`src/rtl/ce_pulse_gen.sv`:
```
// ce_pulse_gen: start/stop button debouncer driving a run FSM and a DIV-cycle count-enable prescaler.
// Ports:
//   C1K    in  system clock, rising edge
//   RST    in  asynchronous active-low reset
//   BTN    in  raw, bouncing, asynchronous start/stop button (active-high)
//   CE     out one-cycle count-enable pulse every DIV cycles while running
//   RUN    out run status (1 = generating CE)
//   BTN_DB out debounced button level
module ce_pulse_gen #(
  parameter int DIV    = 1000,
  parameter int DB_CNT = 16
) (
  input  logic C1K,
  input  logic RST,
  input  logic BTN,
  output logic CE,
  output logic RUN,
  output logic BTN_DB
);
  localparam int PW = DIV > 1 ? $clog2(DIV) : 1;
  localparam int CW = DB_CNT > 1 ? $clog2(DB_CNT) : 1;
  typedef enum logic {ST_STOP = 1'b0, ST_RUN = 1'b1} state_t;
  state_t state_q, state_d;
  logic s1_q, s2_q, db_q, db_d, ce_q, ce_d;
  logic [CW-1:0] cnt_q, cnt_d;
  logic [PW-1:0] pcnt_q, pcnt_d;
  logic diff, hit, press, stay;
  always_comb begin
    diff    = s2_q != db_q;
    hit     = diff && cnt_q == CW'(DB_CNT - 1);
    press   = hit && s2_q;
    cnt_d   = (diff && !hit) ? cnt_q + 1'b1 : '0;
    db_d    = hit ? s2_q : db_q;
    state_d = press ? (state_q == ST_STOP ? ST_RUN : ST_STOP) : state_q;
    // Prescaler only advances while running on both sides of the edge; entering or leaving clears it.
    stay    = state_q == ST_RUN && state_d == ST_RUN;
    pcnt_d  = (stay && pcnt_q != PW'(DIV - 1)) ? pcnt_q + 1'b1 : '0;
    ce_d    = stay && pcnt_q == PW'(DIV - 1);
  end
  always_ff @(posedge C1K or negedge RST)
    if (!RST) begin
      s1_q    <= 1'b0;
      s2_q    <= 1'b0;
      cnt_q   <= '0;
      db_q    <= 1'b0;
      state_q <= ST_STOP;
      pcnt_q  <= '0;
      ce_q    <= 1'b0;
    end else begin
      s1_q    <= BTN;
      s2_q    <= s1_q;
      cnt_q   <= cnt_d;
      db_q    <= db_d;
      state_q <= state_d;
      pcnt_q  <= pcnt_d;
      ce_q    <= ce_d;
    end
  assign CE     = ce_q;
  assign RUN    = state_q == ST_RUN;
  assign BTN_DB = db_q;
endmodule

```
`config.mk`:
```
export PLATFORM = sky130hd
export DESIGN_NAME = ce_pulse_gen
export DESIGN_NICKNAME = d
export VERILOG_FILES = /design/src/rtl/ce_pulse_gen.sv
export SDC_FILE = /design/constraint.sdc
export NUM_CORES = 1
export LEC_CHECK = 0
export BUFFER_PORTS_ARGS = -buffer_cell sky130_fd_sc_hd__buf_2
export CORE_MARGIN = 5
export CORE_UTILIZATION = 45
export DETAILED_ROUTE_END_ITERATION = 6
export MAX_ROUTING_LAYER = met4
export PLACE_DENSITY = 0.58
export RECOVER_POWER = 50
export REMOVE_ABC_BUFFERS = 1
export SYNTH_ARGS = -nofsm -noshare
export SYNTH_HDL_FRONTEND = slang
export SYNTH_SLANG_ARGS = --single-unit
```
`constraint.sdc`:
```
create_clock -name C1K -period 2.51 [get_ports C1K]
set_clock_uncertainty 0.05 [all_clocks]
set_input_delay 0.753 -clock C1K [delete_from_list [all_inputs] [get_ports C1K]]
set_output_delay 0.753 -clock C1K [all_outputs]
set_load 0.02 [all_outputs]
```
# Word level (Yosys, flattened, before mapping)
# Index checks and enable logic that the tools add are counted.
# totals
wordCells	24
ff_bits	19
out_inout_bits	3
inputBits	3
# classes
n_eq_ne	4
reduce_logical	7
n_mux	4
add_sub_neg	2
# op_table
op	n
$add A10 B1 Y10 const B	1
$eq A10 B10 Y1 const B	1
$mux W10	1
$ne A10 B10 Y1 const B	1
$logic_and A1 B1 Y1	6
$add A4 B1 Y4 const B	1
$eq A4 B4 Y1 const B	1
$mux W4	1
$mux W1	2
$logic_not A1 Y1	1
$ne A1 B1 Y1	1

# Longest topological paths before layout
# Gate-level depths: netlist of the first run.
# depth
ltp_word	7
ltp_mapped	8
mapped_depth_nobuf	8

# Worst setup path before layout of the first run
# No wires, ideal clock.
# synth_path
path_kind	reg-to-reg
from	register cnt_q[0]
to	register pcnt_q[7]
t_required_ns	2.334
stages_incl_launch_ff	7
setup_time_ns	0.126
t_arrival_ns	1.792
period_less_slack_ns	1.968
path_buffers	0
setup_slack_ns	0.542
path_cell_list	dfrtp_1 -> ha_1 -> nand3_1 -> or3b_2 -> ha_1 -> and4b_1 -> a311o_1
# synth_via
elab_chain_len	7
# synth_rtl
item	line_no	text
start, declared	25	logic [CW-1:0] cnt_q, cnt_d;
start signal, assigned	52	cnt_q <= cnt_d;
$eq A4 B4 Y1	30	hit = diff && cnt_q == CW'(DB_CNT - 1);
$logic_and A1 B1 Y1	30	
$logic_and A1 B1 Y1	31	press = hit && s2_q;
$mux W1	34	state_d = press ? (state_q == ST_STOP ? ST_RUN : ST_STOP) : state_q;
$logic_and A1 B1 Y1	36	stay = state_q == ST_RUN && state_d == ST_RUN;
$logic_and A1 B1 Y1	37	pcnt_d = (stay && pcnt_q != PW'(DIV - 1)) ? pcnt_q + 1'b1 : '0;
$mux W10	37	
net pcnt_d[7]	26	logic [PW-1:0] pcnt_q, pcnt_d;
end signal, assigned	55	pcnt_q <= pcnt_d;
end, declared	26	
# The timed path passes the listed nets, and every way through them passes these cells.
# A chain may end at the register's enable or synchronous reset.

# Final worst setup path of the first run
# Ends and elaborated chain as after synthesis.

==> flow_summary.toml, run 1 <==
[outcome]
status = "completed"

[setup_path]
setup.worst_path.end_class = "flip-flop"
start_kind = "flip-flop"
worst-path-max-fanout = 6
crit_type = "flip-flop to flip-flop"
cp.required_ns = 2.65
cp_data_arrival_time_ns = 2.29

[grt]
track_usage_pct = 12.8
grt_pass1_vias = 587
grt_overflow = 0
grt_pass1_wl_mm = 2.52
grt_start_max_net_pins = 20
antenna_found_initial = 0

[place]
pre_cts_slack_ns = 0.390
io_buffers = 5
hpwlAfterDp_mm = 1.11
dpl_cell_area_um2 = 925
gp_congestion = 0.753

[cts]
cts_hold_buf = 0
clk_pin_slew_ns = 0.12
numCtsBuffers = 3
cts_setup_buffers = 0
cts_resized = 0
clock_latency_ns = 0.30
cts_tree = "done"
htree_levels = 1
clockBufferDepth = 2
clock-sinks = 19
cts_root_buffer = "clkbuf_4"

[die]
die_w_um = 53.9
rows = 15
initial_core_util_pct = 48.7
io_pins = 6
die_area_um2 = 2910
coreArea_um2 = 1780
dieHeight_um = 53.9

[run]
max-cap-violations = 0

[detailed_routing]
drt_iter0_drc = 5
routed_wl_mm = 1.52
routed_via_density = 5.08
wl_per_cell_um = 13.4
postRouteAntennaNets = 0
vias = 574
drtPass1Iterations = 2
drcViolationCount = 0

[worst_hold_path]
min_path_type = "flip-flop to flip-flop"

[final_layout]
area_growth_pct = 9.51
final_cell_area_um2 = 951
diodes = 0
drive_gt1_share_pct = 18.2
multi_input_area_um2 = 374
seq_area_um2 = 475
fin_nets = 95
fillCellCount = 163
final_util_pct = 53.3

[sta]
fmax_ghz = 0.466
finalCritPeriodShare_pct = 85.5
hold-worst-slack_ns = 0.311
tightest_slew_ns = 0.985
slew_headroom_pct = 34.3
finalSetupViolCount = 0
rsz0062_at_grt = "no"
slew_violations = 0
tns_ns = 0
min_period_ns = 2.15
setup_ws_ns = 0.363
final_hold_viol_count = 0

[power_and_ir_drop]
clkPwrFrac_pct = 32.2
powerDensity_nw_per_um2 = 515
intPower_uw = 377
cellLeakagePower_uw = 0.000434
swShare_pct = 23.1
p_seq_share_pct = 64.4
max-vdd-ir-drop_mv = 0.401
power_frac_comb_pct = 3.3
p_switching_uw = 113

[synthesis]
ys_ff_latch = 19
synth-seq-area-share_pct = 54.8
synthCells = 79
ys_types = 24
syn_area_um2 = 868
syn_area_per_cell_um2 = 11.0
yosysWarningCount = 0
## cell usage in the layout (no fill, tap or decap), drive strengths merged, types with 2 or more instances in the layout
| cell type | netlist | layout |
|---|---|---|
| a31oi | 2 | 2 |
| ha | 3 | 3 |
| clkbuf | 0 | 4 |
| nand3 | 8 | 8 |
| nor2 | 14 | 14 |
| buf | 0 | 4 |
| xor2 | 4 | 4 |
| inv | 5 | 5 |
| xnor2 | 4 | 4 |
| a31o | 2 | 2 |
| nand2 | 5 | 5 |
| dfrtp | 19 | 19 |
## layout make-up
cell class                      instances  share of cell area (%)
Timing Repair Buffer                    5                    2.50
Sequential cell                        19                    50.0
Multi-Input combinational cell         55                    39.3
Clock inverter                          1                   0.526
Inverter                                5                    1.97
Tap cell                               25                    3.29
Clock buffer                            3                    2.37
## metal layers
layer / global-route usage, % / vias up / share of wire [%]
li1: - / 289 / -
met1: 15.1 / 278 / 49
met2: 20.6 / 5 / 47
met4: 6.38 / 0 / 0.92
met5: - / - / 0
met3: 2.49 / 2 / 3.1
## sequential cells by signal, indices dropped and copies added, names as in the netlist
name / count
pcnt_q: 10
cnt_q: 4
BTN_DB: 1
CE: 1
RUN: 1
s1_q: 1
s2_q: 1
## cell usage after synthesis
master     count  area share [%]
mux2_2         1             1.3
ha_1           3             4.3
nand2_2        1            0.72
dfrtp_1       19              55
nor3b_1        1            0.86
and4_2         1             1.2
a21o_2         1             1.0
xor2_1         4             4.0
a31o_2         2             2.0
nor3_1         1            0.58
nor4b_4        1             2.7
a31oi_1        2             1.4
xnor2_1        4             4.0
a2bb2oi_1      1             1.0
o31ai_1        1            0.86
and3_1         1            0.72
and4b_1        1             1.2
nor2_1        14             6.1
nand3_1        8             4.6
nand2_1        4             1.7
a311o_1        1             1.2
inv_1          5             2.2
or3b_2         1             1.0
o21ai_0        1            0.58
## worst max-delay path: stages (launching register included)
cell	delay [ns]
dfrtp_1	0.39
ha_1	0.22
nand3_1	0.12
or3b_2	0.48
ha_1	0.24
inv_1	0.18
nor3b_1	0.09
a311o_1	0.28
## final timing paths
kind                                            end  slack, ns                from  cells past startpoint
max in group asynchronous        cnt_q[1]$_DFF_PN0_       1.28                 RST                      1
worst max register to register  pcnt_q[7]$_DFF_PN0_       0.36  cnt_q[0]$_DFF_PN0_                      7
worst min register to register       s2_q$_DFF_PN0_       0.31      s1_q$_DFF_PN0_                      0
worst min-delay path                 s2_q$_DFF_PN0_       0.31      s1_q$_DFF_PN0_                      0
min in group asynchronous       pcnt_q[8]$_DFF_PN0_       0.53                 RST                      1
worst max-delay path            pcnt_q[7]$_DFF_PN0_       0.36  cnt_q[0]$_DFF_PN0_                      7
## power groups by stage
stage	registers [uW]	clock network, uW	logic (uW)
CTS	316	164	17.6
detailed placement	322	0	17.5
global placement	321	0	17.1
finish	316	158	16.4
global route	317	174	20.0
floorplan	321	0	8.53
## through the flow
step	total power, uW	cells
6_report	490	113
5_1_grt	511	113
4_1_cts	498	113
3_5_place_dp	339	109
3_3_place_gp	339	109
2_1_floorplan	329	79
## cell families after synthesis
kind of cell	after synthesis	share of synthesized area (%)
multiplexers	1	1.30
flip-flops	19	54.8
XOR/XNOR	8	8.07
adder cells (fa/ha/maj)	3	4.32
AO/OA/AOI/OAI	9	8.07
buffers and inverters	5	2.16
AND/OR/NAND/NOR	34	21.3
Power figures use the tool's default switching activity.
==> inputs of run 2 (changes only) <==
--- a/config.mk
+++ b/config.mk
@@ -6,6 +6,7 @@
 export NUM_CORES = 1
 export LEC_CHECK = 0
 export BUFFER_PORTS_ARGS = -buffer_cell sky130_fd_sc_hd__buf_2
+export CORE_ASPECT_RATIO = 1.4
 export CORE_MARGIN = 5
 export CORE_UTILIZATION = 45
 export DETAILED_ROUTE_END_ITERATION = 6
==> run 2 against run 1 <==
Against the previous run:
- routed wire length is 4.4% lower
- hold slack got worse by 0.0042 ns
- combinational power is essentially flat
- total power decreased by 1.6%
- cell area is 0.79% lower
- sequential cell count did not move
- count of clock-buffer cells in the layout rose by 1
- sequential share of layout area increased by 0.40 points
- maximum frequency up 2.2%
- global-route usage rose by 0.55 points
==> flow_summary.toml, run 2 (synthesized netlist as in run 1, its figures left out) <==
[outcome]
status = "completed"

[cts]
cts_resized = 0
cts_hold_buf = 0
cts_setup_buffers = 0
cts_tree = "done"
clock-sinks = 19
numCtsBuffers = 3
cts_root_buffer = "clkbuf_4"
clk_pin_slew_ns = 0.10
htree_levels = 1
clockBufferDepth = 2
clock_latency_ns = 0.29

[final_layout]
max_flop_register = "pcnt_q"
fin_nets = 95
largest_register_ffs = 10
largestRegisters = "pcnt_q (10), cnt_q (4)"
final_cell_mix = "19 x dfrtp_1, 14 x nor2_1, 8 x nand3_1"
drive_gt1_share_pct = 17.0
diodes = 0
final_common_cell = "dfrtp_1"
area_growth_pct = 8.65

[die]
io_pins = 6
dieHeight_um = 62.0
initial_core_util_pct = 48.2
die_w_um = 47.1
die_area_um2 = 2920
rows = 18
coreArea_um2 = 1800

[setup_path]
cp_data_arrival_time_ns = 2.23
start_kind = "flip-flop"
setup.worst_path.end_class = "flip-flop"
critPathSlowestCell = "or3b_2"
r2r_start = "cnt_q[0]$_DFF_PN0_"
r2r_end = "pcnt_q[7]$_DFF_PN0_"
cp_common_cell = "ha_1"
path_cells = "ha_1, nand3_1, or3b_2, ha_1, inv_1, nor3b_1, a311o_1"
worst-path-max-fanout = 6
worst-r2r-cell-count = 7
cp.required_ns = 2.64
cpPeakStageDelay_ns = 0.47
crit_type = "flip-flop to flip-flop"
r2r_slack_ns = 0.41

[detailed_routing]
postRouteAntennaNets = 0
wl_per_cell_um = 13.4
drtPass1Iterations = 3
drt_iter0_drc = 6
routed_via_density = 5.29
routed_wl_mm = 1.45
vias = 571
drcViolationCount = 0

[place]
io_buffers = 5
gp_congestion = 0.761
hpwlAfterDp_mm = 1.12

[grt]
track_usage_pct = 13.3
antenna_found_initial = 0
grt_overflow = 0
grt_pass1_vias = 601
grt_start_max_net_pins = 20
grt_pass1_wl_mm = 2.59

[worst_hold_path]
whs_endpoint = "s2_q$_DFF_PN0_"
min_path_type = "flip-flop to flip-flop"
min_from = "s1_q$_DFF_PN0_"
hold_depth = 0

[sta]
final_hold_viol_count = 0
min_period_ns = 2.10
tightest_slew_ns = 0.978
hold-worst-slack_ns = 0.307
slew_violations = 0
fmax_ghz = 0.476
finalCritPeriodShare_pct = 83.7
slew_headroom_pct = 34.8
tns_ns = 0
rsz0062_at_grt = "no"
finalSetupViolCount = 0

[power_and_ir_drop]
powerDensity_nw_per_um2 = 511
cellLeakagePower_uw = 0.000431
max-vdd-ir-drop_mv = 0.414

[run]
max-cap-violations = 0
-- run 2: cell types whose count changed in the layout (fill, tap and decap cells not counted), sizes merged --
cell / previous run / this run
clkbuf: 4 / 5
clkinv: 1 / 0
-- run 2: critical path, delay by kind of cell, from the launching register on --
family | cells | cell delay (ns)
and+or+nand+nor | 3 | 0.66
buffers and inverters | 1 | 0.18
AOI/OAI and AO/OA | 1 | 0.27
DFF | 1 | 0.39
adders and majority gates | 2 | 0.45
-- run 2: cell type report --
cell class                 count  area, um2
inverter                       5       18.8
tap                           20       25.0
fill                         173        858
timing repair buffer           5       23.8
multi-input combinational     55        374
sequential                    19        475
clock buffer                   4       26.3
-- run 2: layer usage --
layer	global-route usage (%)	share of wire, %
met5	-	0
met4	8.30	0.97
met3	1.73	2.2
met2	21.4	54
met1	15.5	42
-- run 2: how the worst max path moves through the flow --
| stage | from | slack, ns | depth (start not counted) | to |
|---|---|---|---|---|
| 2_1_floorplan | cnt_q[0]$_DFF_PN0_ | 0.54 | 6 | pcnt_q[7]$_DFF_PN0_ |
| 3_3_place_gp | cnt_q[0]$_DFF_PN0_ | 0.48 | 7 | pcnt_q[7]$_DFF_PN0_ |
| 3_5_place_dp | cnt_q[0]$_DFF_PN0_ | 0.42 | 7 | pcnt_q[7]$_DFF_PN0_ |
| 4_1_cts | cnt_q[0]$_DFF_PN0_ | 0.40 | 7 | pcnt_q[7]$_DFF_PN0_ |
| 5_1_grt | cnt_q[0]$_DFF_PN0_ | 0.23 | 8 | pcnt_q[9]$_DFF_PN0_ |
| 6_report | cnt_q[0]$_DFF_PN0_ | 0.41 | 7 | pcnt_q[7]$_DFF_PN0_ |
-- run 2: through the flow --
step           total power [uW]  setup slack [ns]  cell area (um2)  util, %  instances
6_report                    482             0.409              943     52.4        108
5_1_grt                     507             0.232              943     52.4        108
4_1_cts                     489             0.397              945     52.4        108
3_5_place_dp                339             0.416              918     51.0        104
3_3_place_gp                339             0.481              918     51.0        104
2_1_floorplan               329             0.542              868        -         79
-- run 2: report_power, final --
part	internal [uW]	switching (uW)	total, uW
Sequential	311	4.12	316
Clock	61.7	88.2	150
Combinational	5.95	10.5	16.5
Total	379	103	482
